$ cat src/rtl/pc_fetch_pkg.sv
// Shared definitions for the instruction fetch stage: bus widths, enable levels,
// the fetch FSM encoding and the buffered-entry layout.
package pc_fetch_pkg;

    localparam int InstAddrBus = 32;
    localparam int InstBus     = 32;

    localparam logic ChipEnable  = 1'b1;
    localparam logic ChipDisable = 1'b0;

    localparam logic [InstBus-1:0] ZeroWord = '0;

    localparam logic [0:0] FETCH_IDLE = 1'b0;
    localparam logic [0:0] FETCH_RUN  = 1'b1;

    typedef struct packed {
        logic [InstAddrBus-1:0] pc;
        logic [InstBus-1:0]     inst;
    } fetch_entry_t;

endpackage

$ cat src/rtl/fetch_fifo.sv
// Power-of-two FIFO holding fetched {pc, inst} entries. Flush and keep-head act on
// the contents left after a same-cycle pop; a push is applied after either.
module fetch_fifo
    import pc_fetch_pkg::*;
#(
    parameter int DEPTH = 2,
    localparam int AW   = $clog2(DEPTH),
    localparam int CW   = AW + 1
) (
    input  logic         clk,
    input  logic         rst,
    input  logic         push_i,
    input  logic         pop_i,
    input  logic         flush_i,
    input  logic         keep_head_i,
    input  fetch_entry_t data_i,
    output fetch_entry_t head_o,
    output logic [CW-1:0] count_o
);

    fetch_entry_t  mem [DEPTH];
    logic [AW-1:0] rd_q, rd_d, wr_q, wr_d, wr_base;
    logic [CW-1:0] count_q, count_d, count_base;

    always_comb begin
        rd_d = rd_q + AW'(pop_i);
        if (flush_i) begin
            wr_base    = rd_d;
            count_base = '0;
        end else if (keep_head_i) begin
            wr_base    = rd_d + AW'(1);
            count_base = CW'(1);
        end else begin
            wr_base    = wr_q;
            count_base = count_q - CW'(pop_i);
        end
        wr_d    = wr_base + AW'(push_i);
        count_d = count_base + CW'(push_i);
    end

    always_ff @(posedge clk or posedge rst) begin
        if (rst) begin
            rd_q    <= '0;
            wr_q    <= '0;
            count_q <= '0;
        end else begin
            rd_q    <= rd_d;
            wr_q    <= wr_d;
            count_q <= count_d;
        end
    end

    // NOTE: storage is not reset; count_q alone decides which slots hold valid data.
    always_ff @(posedge clk) begin
        if (push_i) begin
            mem[wr_base] <= data_i;
        end
    end

    assign head_o  = mem[rd_q];
    assign count_o = count_q;

endmodule

$ cat src/rtl/pc_fetch.sv
// Instruction fetch: PC register, ROM interface and a small decode buffer.
// Optional macro FETCH_DELAY_SLOT_EN keeps one delay-slot instruction on redirect.
module pc_fetch
    import pc_fetch_pkg::*;
#(
    parameter logic [InstAddrBus-1:0] RESET_PC  = 32'h0000_0000,
    parameter int                     BUF_DEPTH = 2
) (
    input  logic                   clk,
    input  logic                   rst,
    input  logic                   branch_flag_i,
    input  logic [InstAddrBus-1:0] branch_target_i,
    output logic                   rom_ce_o,
    output logic [InstAddrBus-1:0] rom_addr_o,
    input  logic [InstBus-1:0]     rom_inst_i,
    output logic                   id_valid_o,
    input  logic                   id_ready_i,
    output logic [InstAddrBus-1:0] id_pc_o,
    output logic [InstBus-1:0]     id_inst_o
);

    localparam int CW = $clog2(BUF_DEPTH) + 1;

    logic [0:0]             state_q, state_d;
    logic [InstAddrBus-1:0] pc_q, pc_d;
    logic [InstAddrBus-1:0] branch_pc;
    logic [CW-1:0]          count;
    fetch_entry_t           head, push_entry;
    logic                   in_run, pop, has_space;
    logic                   push, flush, keep_head;
    logic                   unused_target_lsbs;

    assign unused_target_lsbs = ^branch_target_i[1:0];
    assign branch_pc          = {branch_target_i[InstAddrBus-1:2], 2'b00};

    assign in_run     = (state_q == FETCH_RUN);
    assign id_valid_o = (count != '0);
    assign pop        = id_valid_o && id_ready_i;
    assign has_space  = (count < CW'(BUF_DEPTH)) || pop;
    assign rom_ce_o   = (in_run && has_space) ? ChipEnable : ChipDisable;
    assign rom_addr_o = pc_q;
    assign push_entry = '{pc: pc_q, inst: rom_inst_i};

    // NOTE: every signal gets a default first so no path leaves one unassigned (no latches).
    always_comb begin
        push      = 1'b0;
        flush     = 1'b0;
        keep_head = 1'b0;
        if (in_run) begin
            if (branch_flag_i) begin
`ifdef FETCH_DELAY_SLOT_EN
                // The entry left at the head after this cycle's pop becomes the delay slot.
                if ((count - CW'(pop)) != '0) begin
                    keep_head = 1'b1;
                end else begin
                    flush = 1'b1;
                    push  = rom_ce_o;
                end
`else
                flush = 1'b1;
`endif
            end else begin
                push = rom_ce_o;
            end
        end
    end

    always_comb begin
        state_d = FETCH_RUN;
        pc_d    = pc_q;
        if (branch_flag_i) begin
            pc_d = branch_pc;
        end else if (push) begin
            pc_d = pc_q + InstAddrBus'(4);
        end
    end

    // NOTE: state registers use non-blocking assignments so all update together on the edge.
    always_ff @(posedge clk or posedge rst) begin
        if (rst) begin
            state_q <= FETCH_IDLE;
            pc_q    <= RESET_PC;
        end else begin
            state_q <= state_d;
            pc_q    <= pc_d;
        end
    end

    fetch_fifo #(
        .DEPTH (BUF_DEPTH)
    ) u_fetch_fifo (
        .clk         (clk),
        .rst         (rst),
        .push_i      (push),
        .pop_i       (pop),
        .flush_i     (flush),
        .keep_head_i (keep_head),
        .data_i      (push_entry),
        .head_o      (head),
        .count_o     (count)
    );

    assign id_pc_o   = id_valid_o ? head.pc   : ZeroWord;
    assign id_inst_o = id_valid_o ? head.inst : ZeroWord;

endmodule

$ cat config.mk
export PLATFORM = sky130hd
export DESIGN_NAME = pc_fetch
export DESIGN_NICKNAME = d
export VERILOG_FILES = /design/src/rtl/pc_fetch_pkg.sv /design/src/rtl/fetch_fifo.sv /design/src/rtl/pc_fetch.sv
export SDC_FILE = /design/constraint.sdc
export NUM_CORES = 1
export LEC_CHECK = 0
export CORE_MARGIN = 2
export CORE_UTILIZATION = 50
export CTS_BUF_LIST = sky130_fd_sc_hd__clkbuf_8
export CTS_CLUSTER_SIZE = 24
export DETAILED_ROUTE_END_ITERATION = 10
export DONT_BUFFER_PORTS = 1
export GPL_ROUTABILITY_DRIVEN = 0
export MAX_ROUTING_LAYER = met4
export SYNTH_ARGS = -nofsm -noshare
export SYNTH_HDL_FRONTEND = slang
export SYNTH_SLANG_ARGS = --single-unit
export TNS_END_PERCENT = 10
$ cat constraint.sdc
create_clock -name clk -period 3.69 [get_ports clk]
set_input_delay 0.738 -clock clk [delete_from_list [all_inputs] [get_ports clk]]
set_output_delay 0.738 -clock clk [all_outputs]
set_load 0.02 [all_outputs]
; Yosys cells after proc, flatten, opt, wreduce, memory -nomap -nowiden
; Memory sizes are Yosys's and may differ from the RTL's.
; Cells that the tools add are included.
[word_totals]
reg_bits = 37
ram_bits = 128
input_bits = 68
out_inout_bits = 98
elab_cells = 30
memories = 1
[mem_list]
columns = name, words, width, read_ports, rd_ports_with_merged_regs, wr, line_no
row1 = u_fetch_fifo.mem, 2, 64, 1, 0, 1, fetch_fifo.sv:21  ; fetch_entry_t mem [DEPTH];
[op_classes]
addsub = 5
n_lt_le_gt_ge = 1
muxes = 13
n_reduce_logical = 5
[ops]
columns = cell, count
row1 = 32-bit two-way mux, 4
row2 = 32-bit by 3-bit adder with 32-bit output (second input constant), 1
row3 = 1-bit two-way mux, 8
row4 = 2-bit nonzero test, 2
row5 = 1-bit adder, 2
row6 = 2-bit by 1-bit adder with 2-bit output, 1
row7 = 1-bit logical AND, 2
row8 = 2-bit < comparator (second input constant), 1
row9 = 2-bit two-way mux, 1
row10 = 2-bit by 1-bit subtractor with 2-bit output, 1
row11 = 1-bit logical OR, 1

; Longest topological paths before layout
; Gate-level depths: netlist of run 1.
[depth]
ltp_word = 9
ltp_mapped = 7
depth_no_buf = 7

; Modules after synthesis
; From an unflattened synthesis of run 1, not the netlist that was laid out.
[hier_totals]
cells_unflattened = 507
hier_area_um2 = 7408.4
[modules_own_cells]
columns = module, instances, cells_per_inst, area_each_um2, seq_area_each_um2
row1 = fetch_fifo, 1, 220, 5149.9, 3943.8
row2 = pc_fetch, 1, 287, 2258.4, 775.7

; Worst setup path before layout of run 1
; OpenSTA, ideal clock, no wires.
[synth_timing]
path_type = reg-to-reg
startpoint = reg u_fetch_fifo.count_q[1] (netlist: u_fetch_fifo.count_o[1])
endpoint = mem u_fetch_fifo.mem[1][0] (netlist bit), enable pin
setup_ns = 0.427
t_arrival_ns = 2.936
t_required_ns = 3.263
path_slack_ns = 0.328
path_stages_with_launch = 8
path_buffers = 0
period_less_slack_ns = 3.362
path_cell_list = dfrtp_1 nor2_1 inv_2 and2_1 xnor2_1 o21a_1 inv_1 ha_1
[synth_between]
elab_chain_len = 9
word_cells_on_any_way = 12
classes_between = add/sub (1) / order compare (1) / mux (6) / reduce/logical (4)
[synth_lines]
columns = item, line_no
row1 = start: declaration, fetch_fifo.sv:23  ; logic [CW-1:0] count_q, count_d, count_base;
row2 = start signal: assignment, fetch_fifo.sv:49  ; count_q <= count_d;
row3 = 2-bit nonzero test *, pc_fetch.sv:37  ; assign id_valid_o = (count != '0);
row4 = named net id_valid_o, pc_fetch.sv:16  ; output logic id_valid_o,
row5 = 1-bit logical AND *, pc_fetch.sv:38  ; assign pop = id_valid_o && id_ready_i;
row6 = 1-bit logical OR, pc_fetch.sv:39  ; assign has_space = (count < CW'(BUF_DEPTH)) || pop;
row7 = 1-bit logical AND, pc_fetch.sv:40  ; assign rom_ce_o = (in_run && has_space) ? ChipEnable : ChipDisable;
row8 = 1-bit two-way mux, pc_fetch.sv:40
row9 = 1-bit two-way mux, pc_fetch.sv:50  ; if (branch_flag_i) begin
row10 = 1-bit two-way mux, pc_fetch.sv:49  ; if (in_run) begin
row11 = 1-bit two-way mux, fetch_fifo.sv:55  ; if (push_i) begin
row12 = 1-bit two-way mux (not written as such), fetch_fifo.sv:56  ; mem[wr_base] <= data_i;
row13 = end: declaration, fetch_fifo.sv:21
; The timed path passes the listed nets; every way through them passes the cells marked *.

; Worst setup path after layout of run 1
[layout_timing]
startpoint = reg u_fetch_fifo.rd_q
endpoint = out id_pc_o[16]
[layout_between]
elab_chain_len = 2
[layout_lines]
columns = item, line_no
row1 = start: declaration, fetch_fifo.sv:22  ; logic [AW-1:0] rd_q, rd_d, wr_q, wr_d, wr_base;
row2 = start signal: assignment, fetch_fifo.sv:47  ; rd_q <= rd_d;
row3 = memory 2 x 64 bit, -
row4 = 32-bit two-way mux, pc_fetch.sv:103  ; assign id_pc_o = id_valid_o ? head.pc : ZeroWord;
row5 = end: declaration, pc_fetch.sv:18  ; output logic [InstAddrBus-1:0] id_pc_o,
; No other way between the ends.

==> results of run 1 <==
==> synth_stat cells (all sizes together) <==
master and count:
mux2i 63, and2 3, xor2 23, and3 8, nand3 13, xnor2 6, o21a 2, nor3 2
nand4 13, dfrtp 35, nand2 37, nand2b 2, conb 2, a21oi 1, nor2b 1, o31a 1
clkbuf 12, ha 5, nor4 2, o21ai 27, inv 8, mux2 2, buf 12, and4 2
nor2 70, a31oi 2, edfxtp 124, or3 2
==> worst max-delay path, stage by stage, from the launching register on <==
cell and delay [ns]:
dfrtp_4 0.67, buf_12 0.36, mux2i_1 0.13, nor2_1 0.39
==> flip-flops by register name, summed over array words and instances (netlist names) <==
register              flops
in_run                    1
rom_addr_o               30
u_fetch_fifo.count_o      2
u_fetch_fifo.mem        124
u_fetch_fifo.wr_q         1
u_fetch_fifo.rd_q         1
==> stage by stage <==
stage	hold WS, ns	std cells	util	setup WS [ns]	power, W
6_report	0.340	671	0.554	0.959	0.00520
5_1_grt	0.345	671	0.554	0.839	0.00548
4_1_cts	0.342	671	0.554	0.900	0.00528
3_5_place_dp	0.699	640	0.523	1.05	0.00399
3_3_place_gp	0.681	640	0.523	1.07	0.00397
2_1_floorplan	0.598	483	-	0.328	0.00370
==> path summary, 6_finish.rpt <==
kind                                      endpoint                     from  slack [ns]
hold reg to reg            u_fetch_fifo.count_o[1]                   in_run        0.69
max in group asynchronous        u_fetch_fifo.rd_q                      rst        2.60
min in group clk                     rom_addr_o[8]            branch_flag_i        0.38
hold / removal                      rom_addr_o[15]                      rst        0.34
setup reg to reg           u_fetch_fifo.mem[1][25]  u_fetch_fifo.count_o[1]        1.24
setup / recovery                       id_pc_o[16]        u_fetch_fifo.rd_q        0.96
==> final cells by class <==
class                           instances  area, sq um
Inverter                                8         30.0
Clock inverter                         12          145
Tap cell                              176          220
Clock buffer                           19          262
Fill cell                            1086         5860
Multi-Input combinational cell        292         1970
Sequential cell                       159         4600
Timing Repair Buffer                    5         50.0
==> power by group through the flow <==
| stage | sequential [W] | clock, W | combinational [W] |
|---|---|---|---|
| 2_1_floorplan | 0.00234 | 0 | 0.00136 |
| 3_3_place_gp | 0.00243 | 0 | 0.00154 |
| 3_5_place_dp | 0.00244 | 0 | 0.00155 |
| 4_1_cts | 0.00240 | 0.00133 | 0.00156 |
| 5_1_grt | 0.00242 | 0.00141 | 0.00164 |
| 6_report | 0.00239 | 0.00129 | 0.00152 |
==> cells in the final DEF, fill, tap and decap left out, types with 4 or more instances in the layout <==
| cell | count |
|---|---|
| inv_1 | 9 |
| buf_4 | 4 |
| clkbuf_8 | 19 |
| nand2_1 | 37 |
| nand4_1 | 13 |
| nor2_1 | 67 |
| nand3_1 | 8 |
| xnor2_1 | 6 |
| conb_1 | 5 |
| edfxtp_1 | 124 |
| and3_1 | 7 |
| xor2_1 | 23 |
| dfrtp_1 | 34 |
| mux2i_1 | 63 |
| o21ai_0 | 13 |
| nand3_2 | 5 |
| o21ai_1 | 13 |
==> metal layers <==
metal  vias up  share of wire
met5         -              0
met4         0          0.012
met3        10          0.079
met2       135           0.49
met1      1769           0.42
li1       1715              -
==> kinds of logic after synthesis <==
logic type               share of synthesized area
multiplexers                                0.0979
AND/OR/NAND/NOR                              0.115
flip-flops                                   0.689
buffers and inverters                       0.0227
adder cells (fa/ha/maj)                    0.00938
AO/OA/AOI/OAI                               0.0270
XOR/XNOR                                    0.0381
other                                      0.00113
==> run summary, run 1 <==
CTS Buf Count: 17
PD cells: 715 nW/um^2
Met3 usage: 0.0684
TritonCTS Sinks: 159
#FFs+latches synth: 159
Clk pwr share: 0.248
Largest net degree at the start of global routing: 63
Port bufs: 0
Postcts setup bufs: 0
Vias in the first global route: 3689
Drt wl/cell: 18.7 um
NetSw: 0.00192 W
GR Util All Layers: 0.188
Outcome: completed
Starting density of the core: 0.508
CTS clk-pin slew, worst paths: 0.08 ns
Die footprint: 14300 sq um
Synth area leaders: edfxtp_1 56%, dfrtp_1 13%, mux2i_1 9.5%, nor2_1 3.8%, xor2_1 3.0%
Worst hold path class: primary input to async pin
Final WL: 12500 um
Ports: 166
RSZ-0062 raised after global routing: false
GRT Max-Usage Layer: met2
CTS Buffer Depth: 2
Share of cells above drive strength 1: 0.107
Nets: 556
Resized cells post-CTS: 0
GRT met1 Usage: 0.227
Max-Cap Viols: 0
Setup Crit Path Kind: flop to primary output
Routed Antenna Nets: 0
Worst skew pair latency: 0.44 ns
Nature of the critical path endpoint: primary output
Placed Area: 6870 sq um
Fmax achieved: 366 MHz
Area growth syn-to-layout: 9.04%
Vias: 3629
Setup TNS: 0 ns
Final instance area: 7280 sq um
Slew margin rel.: 0.387
Drt pass-1 iters: 5
Number of setup violations in the final report: 0
Fin crit share: 0.740
Switch share: 0.368
ANT cells: 0
Num rows: 42
Number of DRC markers in iteration 0: 260
VDD IR max: 0.000340 V
Seq/Total Area, Yosys: 0.689
Post-synth top area cell: edfxtp_1
Slew @ Worst Pin: 0.920 ns
DR DRC count: 0
Internal: 0.00329 W
Reg2reg path depth: 7
Combinational Power Share: 0.292
Ys Warns: 0
Vias per inst: 5.41
Wire length of the first global-routing pass: 19600 um
Slew Viols, Final: 0
Startpoint type of the worst setup path: flop
Total gr overflow: 0
Synthesized area: 6670 sq um
Post-Syn Instances: 480
Initial antenna violation count: 0
GRT met2 Usage: 0.285
H-tree levels: 4
CTS tree: yes
Synth unique cells: 37
CTS Hold Bufs: 0
Period minus WS final: 2.73 ns
Mean post-synth cell area: 13.9 sq um
Critical Path RT: 2.95 ns
Seq pwr share: 0.460
Critical path arrival: 1.99 ns
P_leak: 2.71 nW
Crit-path max FO: 44
Final Hold Fails: 0
Detail Placement HPWL: 8060 um
Core ar.: 13100 sq um
Root Driver: clkbuf_8
Die Height: 120 um
Post-synth top area share: 0.558
Clock Skews: 0.0108 ns
Die Span X: 120 um
Note: power is estimated with default switching activity, not from simulation.
==> run 2: changes to the inputs <==
PLACE_DENSITY = 0.68   (was default)
clock period = 2.3 ns   (was 3.69 ns; I/O delays follow)
==> run 2 against run 1 <==
  * Worst hold slack got worse by 0.29 ns
  * Clock skew fell by 0.0058 ns
  * Wire length increased by 4.1%
  * Cell count rose by 5.4%
  * Non-clock buffer count increased by 35
  * Register-to-register slack lost 1.0 ns
  * Sequential power increased by 54%
  * Final area up 5.2%
  * Total power rose by 67%
  * Core utilization grew 2.9 points
  * Critical path depth stayed put
  * Critical path type unchanged
  * Largest cell class unchanged
==> run summary, run 2 (synthesis gave the netlist of run 1 again) <==
Outcome: completed
Port bufs: 0
Slew Viols, Final: 0
Vias: 3812
CTS clk-pin slew, worst paths: 0.08 ns
Ports: 166
CTS Hold Bufs: 0
Core ar.: 13100 sq um
Worst flop-to-flop path endpoint: u_fetch_fifo.mem[0][29]
# fillers: 1069
Biggest register: u_fetch_fifo.mem
Final WL: 13000 um
Max-Cap Viols: 0
CTS Buffer Depth: 2
Critical path arrival: 1.67 ns
TritonCTS Sinks: 159
Worst r2r src: u_fetch_fifo.count_o[1]
H-tree levels: 4
Startpoint type of the worst setup path: flop
WHS: 0.0528 ns
ANT cells: 0
Vias per inst: 5.39
Worst stage delay on the critical path: 0.53 ns
Reg2reg path depth: 7
Number of DRC markers in iteration 0: 244
Nets: 591
Critical Path RT: 1.84 ns
Share of cells above drive strength 1: 0.188
GR Util All Layers: 0.196
RSZ-0062 raised after global routing: false
Nature of the critical path endpoint: primary output
R2r setup slk: 0.22 ns
Worst hold path class: primary input to async pin
Worst path slowest cell: dfrtp_4
DR DRC count: 0
Final Hold Fails: 0
PD cells: 1130 nW/um^2
Vias in the first global route: 3840
Number of setup violations in the final report: 0
CTS Buf Count: 17
Crit-path max FO: 31
P_leak: 2.91 nW
Starting density of the core: 0.508
Num rows: 42
Drt pass-1 iters: 4
Die Height: 120 um
Most common cell after layout, fill and taps aside: edfxtp_1
Setup Crit Path Kind: flop to primary output
Area growth syn-to-layout: 14.8%
Slew @ Worst Pin: 0.793 ns
Initial antenna violation count: 0
Routed Antenna Nets: 0
Die footprint: 14300 sq um
Die Span X: 120 um
Detail Placement HPWL: 9040 um
Setup crit end: id_pc_o[17]
Worst skew pair latency: 0.44 ns
CP cell instances: buf_12 -> mux2i_1 -> nor2_1
Wire length of the first global-routing pass: 20300 um
CTS tree: yes
CP Launch Point: u_fetch_fifo.rd_q
Commonest non-fill, non-tap cells in the layout: 124 x edfxtp_1, 63 x mux2i_1, 55 x nor2_1
Max reg flops: 124
Root Driver: clkbuf_8
Drt wl/cell: 18.5 um
Clock Skews: 0.00492 ns
Slew margin rel.: 0.471
Fmax achieved: 470 MHz
Fin crit share: 0.924
Final core occ: 0.583
Period minus WS final: 2.13 ns
VDD IR max: 0.000648 V
Total gr overflow: 0
Largest net degree at the start of global routing: 63
-- run 2: cell count changes in the layout (fill, tap and decap cells not counted), sizes merged --
cell / previous run / this run
clkbuf: 19 / 17
clkinv: 5 / 8
clkinvlp: 2 / 1
buf: 5 / 40
inv: 10 / 11
-- run 2: area by class of cell --
| class | count | area [sq um] | area share |
|---|---|---|---|
| inverter | 8 | 30.0 | 0.00392 |
| clock inverter | 15 | 170 | 0.0222 |
| clock buffer | 17 | 234 | 0.0306 |
| timing repair buffer | 40 | 404 | 0.0528 |
| tap | 176 | 220 | 0.0288 |
| sequential | 159 | 4600 | 0.601 |
| multi-input combinational | 292 | 2000 | 0.261 |
-- run 2: critical path: cells and delay by family, from the launching register on --
| kind | cells | cell delay [ns] |
|---|---|---|
| buf+inv | 1 | 0.20 |
| flops | 1 | 0.53 |
| simple gates | 1 | 0.35 |
| mux | 1 | 0.13 |
-- run 2: worst min path at each step --
stage                               to  slack (ns)
2_1_floorplan   u_fetch_fifo.mem[0][0]        0.56
3_3_place_gp   u_fetch_fifo.mem[0][34]        0.52
3_5_place_dp   u_fetch_fifo.mem[0][34]        0.53
4_1_cts                  rom_addr_o[3]        0.06
5_1_grt                 rom_addr_o[30]        0.05
6_report                 rom_addr_o[3]        0.05
-- run 2: per-stage QoR --
step	area, sq um	std cells	setup WS [ns]	total power, W	TNS (ns)
3_3_place_gp	7190	673	0.305	0.00655	0
5_1_grt	7660	707	0.0578	0.00909	0
6_report	7660	707	0.174	0.00867	0
4_1_cts	7630	705	-0.00914	0.00874	-0.0403
2_1_floorplan	6710	483	0.0156	0.00595	0
3_5_place_dp	7190	673	0.250	0.00660	0
-- run 2: power breakdown --
group / total (W) / switching (W) / internal (W) / leakage [nW]
combinational: 0.00293 / 0.00202 / 0.000910 / 1.14
sequential: 0.00367 / 0.000181 / 0.00349 / 1.56
clock: 0.00207 / 0.000997 / 0.00107 / 0.208
total: 0.00867 / 0.00320 / 0.00547 / 2.91
-- run 2: repair_timing --
| item | CTS | global route |
|---|---|---|
| buffers inserted | 0 | 2 |
| hold endpoints to repair | 0 | 0 |
| setup endpoints to repair | 62 | 35 |
| gates resized for setup | 13 | 4 |
-- run 2: routing by layer --
metal | track usage | routed length (um)
met1 | 0.230 | 5240
met2 | 0.303 | 6420
met3 | 0.0718 | 1040
met4 | 0.0912 | 340
met5 | - | 0
